<file path="src/rtl/alu_operand_stage_if.sv">
// ID -> ID/EX -> EX/MEM handshake bundle for the ALU operand stage.
// master = ID side driving instructions and EX/MEM ready; slave = the operand stage itself.
interface alu_operand_stage_if #(
  parameter int DW = 32,
  parameter int AW = 5,
  parameter int FW = 6
);
  logic          in_valid;
  logic          in_ready;
  logic [DW-1:0] in_pc;
  logic [AW-1:0] in_rs_addr;
  logic [AW-1:0] in_rt_addr;
  logic [DW-1:0] in_rs_data;
  logic [DW-1:0] in_rt_data;
  logic [DW-1:0] in_imm;
  logic          in_alusrc_imm;
  logic          in_uses_rt;
  logic [FW-1:0] in_alufun;
  logic          in_sign;
  logic [AW-1:0] in_rd_addr;
  logic          in_regwrite;
  logic          in_memread;

  logic          out_valid;
  logic          out_ready;
  logic [DW-1:0] alu_a;
  logic [DW-1:0] alu_b;
  logic [FW-1:0] alu_fun;
  logic          alu_sign;
  logic [DW-1:0] out_pc;
  logic [AW-1:0] out_rd_addr;
  logic          out_regwrite;
  logic          out_memread;

  modport master (
    output in_valid, in_pc, in_rs_addr, in_rt_addr, in_rs_data, in_rt_data, in_imm,
           in_alusrc_imm, in_uses_rt, in_alufun, in_sign, in_rd_addr, in_regwrite,
           in_memread, out_ready,
    input  in_ready, out_valid, alu_a, alu_b, alu_fun, alu_sign, out_pc, out_rd_addr,
           out_regwrite, out_memread
  );

  modport slave (
    input  in_valid, in_pc, in_rs_addr, in_rt_addr, in_rs_data, in_rt_data, in_imm,
           in_alusrc_imm, in_uses_rt, in_alufun, in_sign, in_rd_addr, in_regwrite,
           in_memread, out_ready,
    output in_ready, out_valid, alu_a, alu_b, alu_fun, alu_sign, out_pc, out_rd_addr,
           out_regwrite, out_memread
  );
endinterface

</file>
<file path="src/rtl/alu_operand_stage.sv">
// ID/EX register feeding the ALU with EX/MEM + MEM/WB forwarding; load-use stall under ALU_OPERAND_STAGE_LOAD_USE_EN.
// Latency 1; single entry, back-to-back when out_ready is high, holds and snoops writebacks otherwise.
module alu_operand_stage #(
  parameter int DW = 32,
  parameter int AW = 5,
  parameter int FW = 6
) (
  input  logic          clk,
  input  logic          reset,
  alu_operand_stage_if.slave bus,
  input  logic          flush,
  input  logic          exmem_regwrite,
  input  logic [AW-1:0] exmem_rd,
  input  logic [DW-1:0] exmem_data,
  input  logic          memwb_regwrite,
  input  logic [AW-1:0] memwb_rd,
  input  logic [DW-1:0] memwb_data,
  output logic          hazard_stall
);

  typedef struct packed {
    logic [DW-1:0] pc;
    logic [DW-1:0] rs_data;
    logic [DW-1:0] rt_data;
    logic [DW-1:0] imm;
    logic [AW-1:0] rs_addr;
    logic [AW-1:0] rt_addr;
    logic [AW-1:0] rd_addr;
    logic          alusrc_imm;
    logic          regwrite;
    logic          memread;
    logic          sign;
    logic [FW-1:0] alufun;
  } entry_t;

  typedef enum logic {EMPTY, FULL} state_t;

  state_t state;
  entry_t ent;
  entry_t ent_nxt;

  logic capture;
  logic wb_rs_in_hit, wb_rt_in_hit;
  logic wb_rs_hit, wb_rt_hit;
  logic ex_rs_hit, ex_rt_hit;
  logic [DW-1:0] fwd_rs, fwd_rt;

  // Reset also gates in_ready so nothing is accepted while the stage is being cleared.
  assign bus.in_ready = !reset && !flush && !hazard_stall && (state == EMPTY || bus.out_ready);
  assign capture      = bus.in_valid && bus.in_ready;

  assign wb_rs_in_hit = memwb_regwrite && (memwb_rd != '0) && (memwb_rd == bus.in_rs_addr);
  assign wb_rt_in_hit = memwb_regwrite && (memwb_rd != '0) && (memwb_rd == bus.in_rt_addr);
  assign wb_rs_hit    = memwb_regwrite && (memwb_rd != '0) && (memwb_rd == ent.rs_addr);
  assign wb_rt_hit    = memwb_regwrite && (memwb_rd != '0) && (memwb_rd == ent.rt_addr);
  assign ex_rs_hit    = exmem_regwrite && (exmem_rd != '0) && (exmem_rd == ent.rs_addr);
  assign ex_rt_hit    = exmem_regwrite && (exmem_rd != '0) && (exmem_rd == ent.rt_addr);

  always_comb begin
    ent_nxt            = '0;
    ent_nxt.pc         = bus.in_pc;
    ent_nxt.rs_data    = wb_rs_in_hit ? memwb_data : bus.in_rs_data;
    ent_nxt.rt_data    = wb_rt_in_hit ? memwb_data : bus.in_rt_data;
    ent_nxt.imm        = bus.in_imm;
    ent_nxt.rs_addr    = bus.in_rs_addr;
    ent_nxt.rt_addr    = bus.in_rt_addr;
    ent_nxt.rd_addr    = bus.in_rd_addr;
    ent_nxt.alusrc_imm = bus.in_alusrc_imm;
    ent_nxt.regwrite   = bus.in_regwrite;
    ent_nxt.memread    = bus.in_memread;
    ent_nxt.sign       = bus.in_sign;
    ent_nxt.alufun     = bus.in_alufun;
  end

  always_ff @(posedge clk) begin
    if (reset) begin
      state <= EMPTY;
      ent   <= '0;
    end else if (flush) begin
      state <= EMPTY;
    end else if (capture) begin
      state <= FULL;
      ent   <= ent_nxt;
    end else if (state == FULL) begin
      if (bus.out_ready) begin
        state <= EMPTY;
      end else begin
        // Held entry must not go stale when its source register retires meanwhile.
        if (wb_rs_hit) ent.rs_data <= memwb_data;
        if (wb_rt_hit) ent.rt_data <= memwb_data;
      end
    end
  end

  always_comb begin
    fwd_rs = ent.rs_data;
    if (ex_rs_hit)      fwd_rs = exmem_data;
    else if (wb_rs_hit) fwd_rs = memwb_data;
    fwd_rt = ent.rt_data;
    if (ex_rt_hit)      fwd_rt = exmem_data;
    else if (wb_rt_hit) fwd_rt = memwb_data;
  end

  assign bus.out_valid    = (state == FULL);
  assign bus.alu_a        = fwd_rs;
  assign bus.alu_b        = ent.alusrc_imm ? ent.imm : fwd_rt;
  assign bus.alu_fun      = ent.alufun;
  assign bus.alu_sign     = ent.sign;
  assign bus.out_pc       = ent.pc;
  assign bus.out_rd_addr  = ent.rd_addr;
  assign bus.out_regwrite = ent.regwrite;
  assign bus.out_memread  = ent.memread;

`ifdef ALU_OPERAND_STAGE_LOAD_USE_EN
  assign hazard_stall = (state == FULL) && ent.memread && ent.regwrite && (ent.rd_addr != '0) &&
                        bus.in_valid &&
                        ((bus.in_rs_addr == ent.rd_addr) ||
                         (bus.in_uses_rt && (bus.in_rt_addr == ent.rd_addr)));
`else
  logic unused_uses_rt;
  assign unused_uses_rt = bus.in_uses_rt;
  assign hazard_stall   = 1'b0;
`endif

endmodule
</file>
<file path="src/flat_wrapper.sv">
// flat-port wrapper written by rule: the top's interface ports become plain ports
module alu_operand_stage_flat 
#(
  parameter int DW = 32,
  parameter int AW = 5,
  parameter int FW = 6
)
  (clk, reset, flush, exmem_regwrite, exmem_rd, exmem_data, memwb_regwrite, memwb_rd, memwb_data, hazard_stall, bus_in_valid, bus_in_pc, bus_in_rs_addr, bus_in_rt_addr, bus_in_rs_data, bus_in_rt_data, bus_in_imm, bus_in_alusrc_imm, bus_in_uses_rt, bus_in_alufun, bus_in_sign, bus_in_rd_addr, bus_in_regwrite, bus_in_memread, bus_out_ready, bus_in_ready, bus_out_valid, bus_alu_a, bus_alu_b, bus_alu_fun, bus_alu_sign, bus_out_pc, bus_out_rd_addr, bus_out_regwrite, bus_out_memread);
  alu_operand_stage_if #(.DW(DW), .AW(AW), .FW(FW)) bus_i ();
  input  logic clk;
  input  logic reset;
  input  logic flush;
  input  logic exmem_regwrite;
  input  logic [AW-1:0] exmem_rd;
  input  logic [DW-1:0] exmem_data;
  input  logic memwb_regwrite;
  input  logic [AW-1:0] memwb_rd;
  input  logic [DW-1:0] memwb_data;
  output logic hazard_stall;
  input wire logic [$bits(bus_i.in_valid)-1:0] bus_in_valid;
  input wire logic [$bits(bus_i.in_pc)-1:0] bus_in_pc;
  input wire logic [$bits(bus_i.in_rs_addr)-1:0] bus_in_rs_addr;
  input wire logic [$bits(bus_i.in_rt_addr)-1:0] bus_in_rt_addr;
  input wire logic [$bits(bus_i.in_rs_data)-1:0] bus_in_rs_data;
  input wire logic [$bits(bus_i.in_rt_data)-1:0] bus_in_rt_data;
  input wire logic [$bits(bus_i.in_imm)-1:0] bus_in_imm;
  input wire logic [$bits(bus_i.in_alusrc_imm)-1:0] bus_in_alusrc_imm;
  input wire logic [$bits(bus_i.in_uses_rt)-1:0] bus_in_uses_rt;
  input wire logic [$bits(bus_i.in_alufun)-1:0] bus_in_alufun;
  input wire logic [$bits(bus_i.in_sign)-1:0] bus_in_sign;
  input wire logic [$bits(bus_i.in_rd_addr)-1:0] bus_in_rd_addr;
  input wire logic [$bits(bus_i.in_regwrite)-1:0] bus_in_regwrite;
  input wire logic [$bits(bus_i.in_memread)-1:0] bus_in_memread;
  input wire logic [$bits(bus_i.out_ready)-1:0] bus_out_ready;
  output wire logic [$bits(bus_i.in_ready)-1:0] bus_in_ready;
  output wire logic [$bits(bus_i.out_valid)-1:0] bus_out_valid;
  output wire logic [$bits(bus_i.alu_a)-1:0] bus_alu_a;
  output wire logic [$bits(bus_i.alu_b)-1:0] bus_alu_b;
  output wire logic [$bits(bus_i.alu_fun)-1:0] bus_alu_fun;
  output wire logic [$bits(bus_i.alu_sign)-1:0] bus_alu_sign;
  output wire logic [$bits(bus_i.out_pc)-1:0] bus_out_pc;
  output wire logic [$bits(bus_i.out_rd_addr)-1:0] bus_out_rd_addr;
  output wire logic [$bits(bus_i.out_regwrite)-1:0] bus_out_regwrite;
  output wire logic [$bits(bus_i.out_memread)-1:0] bus_out_memread;
  assign bus_i.in_valid = bus_in_valid;
  assign bus_i.in_pc = bus_in_pc;
  assign bus_i.in_rs_addr = bus_in_rs_addr;
  assign bus_i.in_rt_addr = bus_in_rt_addr;
  assign bus_i.in_rs_data = bus_in_rs_data;
  assign bus_i.in_rt_data = bus_in_rt_data;
  assign bus_i.in_imm = bus_in_imm;
  assign bus_i.in_alusrc_imm = bus_in_alusrc_imm;
  assign bus_i.in_uses_rt = bus_in_uses_rt;
  assign bus_i.in_alufun = bus_in_alufun;
  assign bus_i.in_sign = bus_in_sign;
  assign bus_i.in_rd_addr = bus_in_rd_addr;
  assign bus_i.in_regwrite = bus_in_regwrite;
  assign bus_i.in_memread = bus_in_memread;
  assign bus_i.out_ready = bus_out_ready;
  assign bus_in_ready = bus_i.in_ready;
  assign bus_out_valid = bus_i.out_valid;
  assign bus_alu_a = bus_i.alu_a;
  assign bus_alu_b = bus_i.alu_b;
  assign bus_alu_fun = bus_i.alu_fun;
  assign bus_alu_sign = bus_i.alu_sign;
  assign bus_out_pc = bus_i.out_pc;
  assign bus_out_rd_addr = bus_i.out_rd_addr;
  assign bus_out_regwrite = bus_i.out_regwrite;
  assign bus_out_memread = bus_i.out_memread;
  alu_operand_stage #(.DW(DW), .AW(AW), .FW(FW)) u_core (.clk(clk), .reset(reset), .bus(bus_i), .flush(flush), .exmem_regwrite(exmem_regwrite), .exmem_rd(exmem_rd), .exmem_data(exmem_data), .memwb_regwrite(memwb_regwrite), .memwb_rd(memwb_rd), .memwb_data(memwb_data), .hazard_stall(hazard_stall));
endmodule
</file>
<file path="config.mk">
export PLATFORM = sky130hd
export DESIGN_NAME = alu_operand_stage_flat
export DESIGN_NICKNAME = d
export VERILOG_FILES = /design/src/rtl/alu_operand_stage_if.sv /design/src/rtl/alu_operand_stage.sv /design/src/flat_wrapper.sv
export SDC_FILE = /design/constraint.sdc
export NUM_CORES = 1
export LEC_CHECK = 0
export BUFFER_PORTS_ARGS = -buffer_cell sky130_fd_sc_hd__buf_4
export CELL_PAD_IN_SITES_DETAIL_PLACEMENT = 1
export CELL_PAD_IN_SITES_GLOBAL_PLACEMENT = 1
export CORE_MARGIN = 2
export CORE_UTILIZATION = 36
export DETAILED_ROUTE_END_ITERATION = 7
export GPL_TIMING_DRIVEN = 0
export PLACE_DENSITY = 0.84
export SETUP_SLACK_MARGIN = 0.5
export SYNTH_ARGS = -nofsm -noshare
export SYNTH_HDL_FRONTEND = slang
export SYNTH_SLANG_ARGS = --single-unit
</file>
<file path="constraint.sdc">
create_clock -name clk -period 3.3 [get_ports clk]
set_input_delay 0.495 -clock clk [delete_from_list [all_inputs] [get_ports clk]]
set_output_delay 0.495 -clock clk [all_outputs]
set_load 0.005 [all_outputs]
</file>
# ---- Word level (Yosys, flattened, before mapping)
# Cells that the tools add are included.
dict set report op_classes {
  n_eq_ne 7
  muxes 13
  n_bitwise 2
  n_reduce_logical 20
}
# cell count
set ops {}
lappend ops {{$mux W32} 7}
lappend ops {{$mux W64} 3}
lappend ops {{$eq A5 B5 Y1} 6}
lappend ops {{$logic_and A1 B1 Y1} 11}
lappend ops {{$reduce_bool A5 Y1} 2}
lappend ops {{$mux W1} 3}
lappend ops {{$reduce_and A3 Y1} 1}
lappend ops {{$logic_not A1 Y1} 2}
lappend ops {{$ne A2 B1 Y1 const B} 1}
lappend ops {{$not A1 Y1} 2}
lappend ops {{$reduce_and A2 Y1} 1}
lappend ops {{$reduce_bool A2 Y1} 1}
lappend ops {{$reduce_or A2 Y1} 1}
lappend ops {{$logic_or A1 B1 Y1} 1}
dict set report totals {
  reg_bits 154
  input_bits 235
  output_inout_bits 113
  wordCells 55
}

# ---- Depth between registers and ports, before layout
# Gate-level depths: netlist of run 1.
dict set report logic_depth {
  depth_word 7
  ltp_mapped 8
  ltp_nobuf 5
}

# ---- Worst setup path before layout of run 1
# No wires, ideal clock.
dict set report synth_path {
  kind {input-to-output}
  startpoint {input memwb_rd[4]}
  endpoint {output bus_alu_a[0]}
  arrival_ns 2.209
  slack_ns 0.596
  stages 8
  n_path_buf 3
  cell_sequence {buf_2 or4_4 o21ai_4 nor4_1 buf_4 buf_2 mux2i_1 o21ai_0}
}
dict set report synth_between {
  elab_chain_len 5
}
# item line_no
set synth_rtl {}
lappend synth_rtl {{start, declared} flat_wrapper.sv:17} ;# input logic [AW-1:0] memwb_rd;
lappend synth_rtl {{$reduce_bool A5 Y1} alu_operand_stage.sv:54} ;# assign wb_rs_hit = memwb_regwrite && (memwb_rd != '0) && (memwb_rd == ent.rs_addr);
lappend synth_rtl {{$logic_and A1 B1 Y1} alu_operand_stage.sv:54}
lappend synth_rtl {{$logic_and A1 B1 Y1 (*)} alu_operand_stage.sv:54}
lappend synth_rtl {{$mux W32 (*)} -}
lappend synth_rtl {{$mux W32 (*)} alu_operand_stage.sv:97} ;# if (ex_rs_hit) fwd_rs = exmem_data;
lappend synth_rtl {{end, declared} flat_wrapper.sv:37} ;# output wire logic [$bits(bus_i.alu_a)-1:0] bus_alu_a;
# Mark *: on every way between the ends. The rest lies on a longest branch, timed or not.

# ---- Worst setup path after layout of run 1
dict set report layout_path {
  startpoint {register u_core.ent[18] (netlist name)}
  endpoint {output bus_alu_b[23]}
}
dict set report layout_between {
  elab_chain_len 5
}
# item line_no
set layout_rtl {}
lappend layout_rtl {{start, declared} alu_operand_stage.sv:39} ;# entry_t ent;
lappend layout_rtl {{start signal, assigned} alu_operand_stage.sv:83} ;# ent <= ent_nxt;
lappend layout_rtl {{$eq A5 B5 Y1} alu_operand_stage.sv:55} ;# assign wb_rt_hit = memwb_regwrite && (memwb_rd != '0) && (memwb_rd == ent.rt_addr);
lappend layout_rtl {{$logic_and A1 B1 Y1} alu_operand_stage.sv:55}
lappend layout_rtl {{$mux W32} -}
lappend layout_rtl {{$mux W32 (*)} alu_operand_stage.sv:100} ;# if (ex_rt_hit) fwd_rt = exmem_data;
lappend layout_rtl {{$mux W32 (*)} alu_operand_stage.sv:106} ;# assign bus.alu_b = ent.alusrc_imm ? ent.imm : fwd_rt;
lappend layout_rtl {{end, declared} flat_wrapper.sv:38} ;# output wire logic [$bits(bus_i.alu_b)-1:0] bus_alu_b;
# Marked as above.

==> results.cfg, run 1 <==
[timing]
fin_tns_setup_ns = 0
worst_pin_slew_ns = 0.813
grt_setup_unrepaired = true
fmax_ghz = 0.322
finalHoldWorstSlack_ns = 0.230
report.final.slew_viol_count = 0
setup_viol = 0
fin_crit_sh = 0.940
fin_skew_ns = 0.0187
relSlewSlack = 0.458
hold_viol = 0
final.min_clock_period_ns = 3.10

[critical_path]
rrSetupSlack_ns = 0.60
cp-start-kind = flip-flop
endpoint_kind = output pin
crit_start = u_core.ent[18]$_SDFFE_PP0P_
crit_arrival_ns = 2.61
path_class = flip-flop to output pin
worstReg2RegStart = u_core.bus.out_valid$_SDFF_PP0_
crit_required_ns = 2.80
worst-path-max-fanout = 10

[floorplanning]
die_h_um = 168
start_util = 0.369
die_area_sq_mm = 0.0282
rows = 59
io_pins = 348
die_w_um = 168
placeableCoreArea_sq_mm = 0.0262

[cells_and_area]
final_cells = 2039
fin_util = 0.558
syn_to_final_growth_pct = 51.2
drive_gt1_frac = 0.355
finalNetCount = 1924
register_area_sq_mm = 0.00310
fillers = 3210
multiInputGateArea_sq_mm = 0.00626

[routing]
wl_mm = 46.3
dr.pass1.iters = 5
avgViaCountPerCell = 5.59
drt-initial-drc-count = 746
drc = 0
antenna_left = 0
avgRoutedWirePerCell_um = 22.7
vias = 11400

[clocking]
clockBufferDepth = 2
cts.sinks = 154
clock_latency_ns = 0.45
cts_tree = yes
path_clk_slew_ns = 0.08
cts_buffers = 17
cts_root_buf = clkbuf_16
cts_max_level = 4

[logic_synthesis]
synth_cell_types = 37
synth_edf_count = 0
avgSynthCellArea_sq_um = 7.48
synth_fp_nets = 1528
synth_flop_cell = dfxtp_1
yosysWarningCount = 0
synthCells = 1293
syn_area_sq_mm = 0.00967
synth-seq-area-share = 0.319
async_flop_share = 0
ys_ff_latch = 154

[grt]
grt.total_usage = 0.308
antenna_found_initial = 2
grt_pass1_vias = 11900
grt_pass1_wl_mm = 67.7
grt_start_max_net_pins = 17
grt-ovfl-total = 0

[placement]
dp_cells = 1967
portBuffers = 338
hpwlAfterDp_mm = 31.5
gp_congestion = 0.852

[min_path]
min_from = bus_in_imm[24]
hold_class = primary input to flip-flop

[outcome]
status = complete, no violations

[run]
max-cap-violations = 0

[power]
peakVddDrop_mv = 0.305
leakage_uw = 0.00631
powerDensity_mw_per_mm2 = 365
-- timing repair --
item                                    CTS  global route
hold buffers                              0             0
pin swaps                                70            13
endpoints found under the setup margin   94           115
gates cloned                              5             4
gates resized for setup                 169            78
buffers inserted                         24             5
-- path summary, 6_finish.rpt --
check	to	cells after the start
worst max register to register	u_core.ent[83]$_SDFFE_PP0P_	6
worst min-delay path	u_core.ent[49]$_SDFFE_PP0P_	3
worst min register to register	u_core.ent[52]$_SDFFE_PP0P_	2
worst max-delay path	bus_alu_b[23]	8
-- cells in the mapped netlist, types with 3 or more instances --
cell        n  share of area
nand2_1   299           0.12
buf_2      17         0.0088
xnor2_1    19          0.017
dfxtp_1   154           0.32
o31a_1     32          0.029
buf_6       6         0.0070
xor2_1     11          0.010
inv_1      33          0.013
clkbuf_1   92          0.036
a211oi_1   32          0.025
buf_4      46          0.036
and2_1     32          0.021
mux2i_1    96          0.099
or3_1       3         0.0019
nor2_1     98          0.038
a221o_1    32          0.033
o21ai_0   106          0.055
o31ai_1    33          0.026
a21oi_1     3         0.0016
nand2b_1   13         0.0084
nand3_1     7         0.0036
nor3_1      3         0.0016
nor4_1     34          0.022
nand3b_1   79          0.061
-- cell usage in the layout, fill, tap and decap left out, types with 15 or more instances in the layout --
| cell type | netlist | routed |
|---|---|---|
| clkbuf_16 | 0 | 24 |
| dfxtp_1 | 154 | 149 |
| clkbuf_1 | 92 | 74 |
| o21ai_1 | 1 | 24 |
| o31ai_1 | 33 | 15 |
| o31a_1 | 32 | 32 |
| nor2_1 | 98 | 90 |
| and2_1 | 32 | 32 |
| nand3b_1 | 79 | 79 |
| nor4_1 | 34 | 16 |
| o31ai_2 | 0 | 18 |
| inv_1 | 33 | 33 |
| o21ai_0 | 106 | 77 |
| a211oi_2 | 0 | 19 |
| buf_4 | 46 | 409 |
| mux2i_1 | 96 | 86 |
| nand2_1 | 299 | 297 |
| a221o_1 | 32 | 32 |
-- flip-flops by register name, summed over array words and instances, names as in the netlist --
signal / count
u_core.bus.alu_fun: 6
u_core.bus.alu_sign: 1
u_core.bus.out_memread: 1
u_core.bus.out_pc: 32
u_core.bus.out_rd_addr: 5
u_core.bus.out_regwrite: 1
u_core.bus.out_valid: 1
u_core.ent: 107
-- cells by family (layout without fill, tap and decap cells) --
kind of cell | after synthesis | in the layout | synth area share
AO/OA/AOI/OAI | 244 | 244 | 0.174
XOR/XNOR | 30 | 30 | 0.0272
buffers and inverters | 195 | 604 | 0.100
flip-flops | 154 | 154 | 0.319
multiplexers | 96 | 96 | 0.0994
other | 1 | 3 | 0.000388
AND/OR/NAND/NOR | 573 | 573 | 0.279
-- routing by layer --
layer  part of all wire  wire length, um  GRT usage
met5                  0                0          0
met3              0.050             2310     0.0388
met2               0.50            23000      0.541
met4              0.029             1320      0.107
met1               0.42            19600      0.391
-- layout make-up --
type	count	area share
inverter	33	0.00847
timing repair buffer	377	0.205
multi-input combinational	944	0.429
sequential	154	0.212
clock inverter	14	0.0102
buffer	162	0.0771
antenna	2	0.000342
clock buffer	18	0.0294
tap	335	0.0287
-- power breakdown --
group          switching (uW)  leakage (uW)  internal, uW
registers                78.9       0.00126          1960
logic                     630       0.00477           626
clock network             962      0.000279          1070
-- metrics by stage --
stage	total power (uW)	instance area, sq um	setup slack [ns]
final	5330	14600	0.196
after global placement	3110	12600	-0.953
after floorplan	2550	9670	0.596
after detailed placement	3150	12600	-0.275
after CTS	5250	14200	0.367
after global routing	5500	14600	0.149
-- worst max-delay path: stages, from the launching register on --
cell and delay, ns:
dfxtp_2 0.36, xnor2_2 0.17, nand2_2 0.13, buf_4 0.16, clkbuf_2 0.26, nor4_1 0.56, a211oi_2 0.10, o31ai_1 0.26
buf_4 0.17
No activity file was read; power rests on OpenSTA's default activity.
==> run 2: changes to the inputs <==
MAX_ROUTING_LAYER = met4   (was not set)
==> results.cfg, run 2 (synthesis gave the netlist of run 1 again) <==
[outcome]
status = complete, no violations

[grt]
grt_pass1_vias = 11900
grt_start_max_net_pins = 17
grt_busiest_layer = met2
grtUsageMet1 = 0.391
grt_pass1_wl_mm = 67.7
grt.total_usage = 0.318
grt-ovfl-total = 0
grtUsageMet3 = 0.0336
antenna_found_initial = 2
gr-usage-met2 = 0.541

[routing]
vias = 11400
wl_mm = 46.1
avgRoutedWirePerCell_um = 22.6
dr.pass1.iters = 5
drt-initial-drc-count = 726
antenna_left = 0
avgViaCountPerCell = 5.59
drc = 0

[critical_path]
cp-start-kind = primary input
endpoint_kind = output pin
crit_arrival_ns = 2.51
path_class = primary input to output pin
worst-path-max-fanout = 8
rrSetupSlack_ns = 0.65
crit_required_ns = 2.80
worstReg2RegStart = u_core.bus.out_valid$_SDFF_PP0_
crit_start = memwb_rd[2]

[timing]
final.min_clock_period_ns = 3.01
report.final.slew_viol_count = 0
worst_pin_slew_ns = 0.824
grt_setup_unrepaired = true
finalHoldWorstSlack_ns = 0.228
hold_viol = 0
setup_viol = 0
fin_tns_setup_ns = 0
fmax_ghz = 0.333
fin_crit_sh = 0.911
fin_skew_ns = 0.0170
relSlewSlack = 0.450

[clocking]
cts.sinks = 154
clockBufferDepth = 2
path_clk_slew_ns = 0.08
clock_latency_ns = 0.45
cts_hold_buf = 0
cts_tree = yes
cts_root_buf = clkbuf_16
cts_max_level = 4
cts_buffers = 17

[cells_and_area]
mostFrequentLayoutCell = buf_4
drive_gt1_frac = 0.355
largest_register_ffs = 107
syn_to_final_growth_pct = 51.1
largest_register = u_core.ent
fillers = 3215
layout_common_cells = 409 x buf_4, 297 x nand2_1, 149 x dfxtp_1, 90 x nor2_1, 86 x mux2i_1
finalNetCount = 1924

[placement]
gp_congestion = 0.865
portBuffers = 338
hpwlAfterDp_mm = 31.5

[floorplanning]
io_pins = 348
rows = 59
start_util = 0.369
die_area_sq_mm = 0.0282
placeableCoreArea_sq_mm = 0.0262
die_h_um = 168
die_w_um = 168

[min_path]
min_from = bus_in_imm[3]
hold_class = primary input to flip-flop

[power]
leakage_uw = 0.00631
powerDensity_mw_per_mm2 = 365
peakVddDrop_mv = 0.310

[run]
max-cap-violations = 0
==> run 2: cell count changes in the layout (fill, tap and decap cells not counted) <==
cell,previous run,this run
nor4_4,6,5
nor4_2,13,14
==> run 2: layout make-up <==
class	count	area [sq um]	area share
Antenna cell	2	5.00	0.000343
Buffer	162	1130	0.0772
Clock buffer	18	429	0.0294
Clock inverter	14	149	0.0102
Inverter	33	124	0.00848
Multi-Input combinational cell	944	6260	0.428
Sequential cell	154	3100	0.212
Tap cell	335	419	0.0287
Timing Repair Buffer	377	3000	0.205
==> run 2: metal layers <==
metal,vias up,wire [um]
met5,-,0
met4,0,1390
li1,5189,-
met2,477,23000
met1,5635,19400
met3,92,2340
==> run 2: path summary, 6_finish.rpt <==
| path | cells past startpoint | endpoint |
|---|---|---|
| worst max-delay path | 11 | bus_alu_b[23] |
| worst min-delay path | 3 | u_core.ent[28]$_SDFFE_PP0P_ |
| worst max register to register | 6 | u_core.ent[86]$_SDFFE_PP0P_ |
| worst min register to register | 2 | u_core.bus.alu_fun[2]$_SDFFE_PP0P_ |
==> run 2: power breakdown <==
group	total [uW]	internal, uW	switching, uW
Clock	2040	1070	969
Combinational	1250	626	626
Sequential	2040	1960	78.7
Total	5330	3660	1670
==> run 2: critical path, cell delays in order <==
cell and delay, ns:
buf_12 0.10, or4_4 0.56, o21ai_4 0.21, buf_12 0.13, or3_4 0.12, buf_12 0.15
buf_6 0.12, buf_16 0.12, a211oi_2 0.07, o31ai_1 0.25, buf_4 0.17
==> run 2: what timing repair did <==
action	4_1_cts	5_1_grt
gates cloned	5	4
setup buffers	24	5
resized for setup	169	77
pin swaps	70	13
setup endpoints to repair	94	112
==> run 2: metrics by stage <==
stage	total power [uW]	cells	util	worst slack [ns]	instance area (sq um)
global route	5490	2039	0.557	0.221	14600
floorplan	2550	1293	-	0.596	9670
detailed placement	3150	1967	0.482	-0.275	12600
finish	5330	2039	0.557	0.293	14600
global placement	3110	1966	0.482	-0.953	12600
CTS	5250	2028	0.543	0.367	14200
==> run 3: changes to the inputs <==
RECOVER_POWER = 50   (was not set)
==> results.cfg, run 3 (synthesis gave the netlist of run 1 again) <==
[critical_path]
crit_arrival_ns = 2.67
cp-start-kind = primary input
worst-path-max-fanout = 5
path_class = primary input to output pin
ff2ff_path_depth = 7
crit_required_ns = 2.80
endpoint_kind = output pin
rrSetupSlack_ns = 0.59

[placement]
gp_congestion = 0.865
hpwlAfterDp_mm = 31.5
postPlaceCellArea_sq_mm = 0.0126
portBuffers = 338

[clocking]
cts_max_level = 4
cts_root_buf = clkbuf_16
clock_latency_ns = 0.45
cts_tree = yes
path_clk_slew_ns = 0.08
cts.sinks = 154
cts_buffers = 17
clockBufferDepth = 2

[power]
leakage_uw = 0.00624
peakVddDrop_mv = 0.307
powerDensity_mw_per_mm2 = 366

[routing]
vias = 11500
wl_mm = 46.1
drc = 0
dr.pass1.iters = 5
drt-initial-drc-count = 723
avgRoutedWirePerCell_um = 22.6
avgViaCountPerCell = 5.62
antenna_left = 0

[grt]
grt-ovfl-total = 0
antenna_found_initial = 2
grt.total_usage = 0.318
grt_start_max_net_pins = 17
grt_pass1_wl_mm = 67.7
grt_pass1_vias = 11900

[timing]
report.final.slew_viol_count = 0
final.min_clock_period_ns = 3.16
fmax_ghz = 0.316
hold_viol = 0
setup_viol = 0
fin_skew_ns = 0.0158
relSlewSlack = 0.417
grt_setup_unrepaired = true
fin_crit_sh = 0.958
worst_pin_slew_ns = 0.867

[cells_and_area]
postLayoutCellArea_sq_mm = 0.0145
syn_to_final_growth_pct = 50.5
drive_gt1_frac = 0.348
layout_common_cells = 357 x buf_4, 297 x nand2_1, 149 x dfxtp_1, 90 x nor2_1, 86 x mux2i_1
mostFrequentLayoutCell = buf_4
fin_util = 0.555
finalNetCount = 1924
largest_register = u_core.ent
largest_register_ffs = 107

[min_path]
holdPathStages = 3
hold_class = primary input to flip-flop

[floorplanning]
die_area_sq_mm = 0.0282
die_w_um = 168
start_util = 0.369
die_h_um = 168
io_pins = 348
placeableCoreArea_sq_mm = 0.0262
rows = 59

[run]
max-cap-violations = 0

[outcome]
status = complete, no violations
[run 3: changes by cell type in the layout (fill, tap and decap cells not counted), sizes merged]
cell           previous run  this run
buf                     443       387
clkdlybuf4s25             0         1
clkbuf                  113       169
clkdlybuf4s15             1         0
[run 3: worst paths after layout]
check | startpoint | end
hold reg to reg | u_core.bus.out_pc[31]$_SDFFE_PP0P_ | u_core.bus.out_pc[31]$_SDFFE_PP0P_
setup / recovery | memwb_rd[2] | bus_alu_b[27]
setup reg to reg | u_core.bus.out_valid$_SDFF_PP0_ | u_core.ent[40]$_SDFFE_PP0P_
hold / removal | bus_in_imm[24] | u_core.ent[49]$_SDFFE_PP0P_
[run 3: timing repair]
action	in CTS	in global routing
endpoints found under the setup margin	94	112
pin swaps	70	13
cloned	5	4
gates resized for setup	169	77
buffers inserted	24	5
hold buffers	0	0
endpoints found under the hold margin	0	0
[run 3: layout make-up]
class                           count  area [sq um]
Multi-Input combinational cell    944          6240
Timing Repair Buffer              377          2980
Sequential cell                   154          3100
Buffer                            162          1110
Clock inverter                     14           149
Clock buffer                       18           429
Tap cell                          335           419
Fill cell                        3219         11700
Inverter                           33           124
Antenna cell                        2          5.00
[run 3: worst max-delay path: stages]
cell,delay (ns)
buf_12,0.10
or4_1,0.61
o21ai_4,0.23
clkbuf_1,0.25
buf_6,0.18
buf_12,0.13
nor4_2,0.06
a211oi_2,0.33
o31ai_2,0.11
buf_4,0.17
[run 3: metal layers]
| metal | wire length [um] | vias up | track usage |
|---|---|---|---|
| met5 | 0 | - | - |
| met3 | 2410 | 88 | 0.0336 |
| met2 | 23000 | 515 | 0.541 |
| met1 | 19400 | 5665 | 0.391 |
| met4 | 1350 | 0 | 0.116 |
| li1 | - | 5186 | - |
[run 3: power breakdown]
part           switching, uW  leakage [uW]  total (uW)  internal (uW)
sequential              78.2       0.00126        2040           1960
clock                    968      0.000279        2040           1070
combinational            625       0.00469        1240            619
[run 3: metrics by stage]
stage	setup slack [ns]	setup TNS (ns)	std cells	hold slack (ns)	total power, uW
final	0.139	0	2039	0.227	5320
after global routing	0.116	0	2039	0.239	5480
after CTS	0.367	0	2028	0.229	5250
after detailed placement	-0.275	-5.48	1967	0.464	3150
after global placement	-0.953	-28.31	1966	0.461	3110
after floorplan	0.596	0	1293	0.449	2550
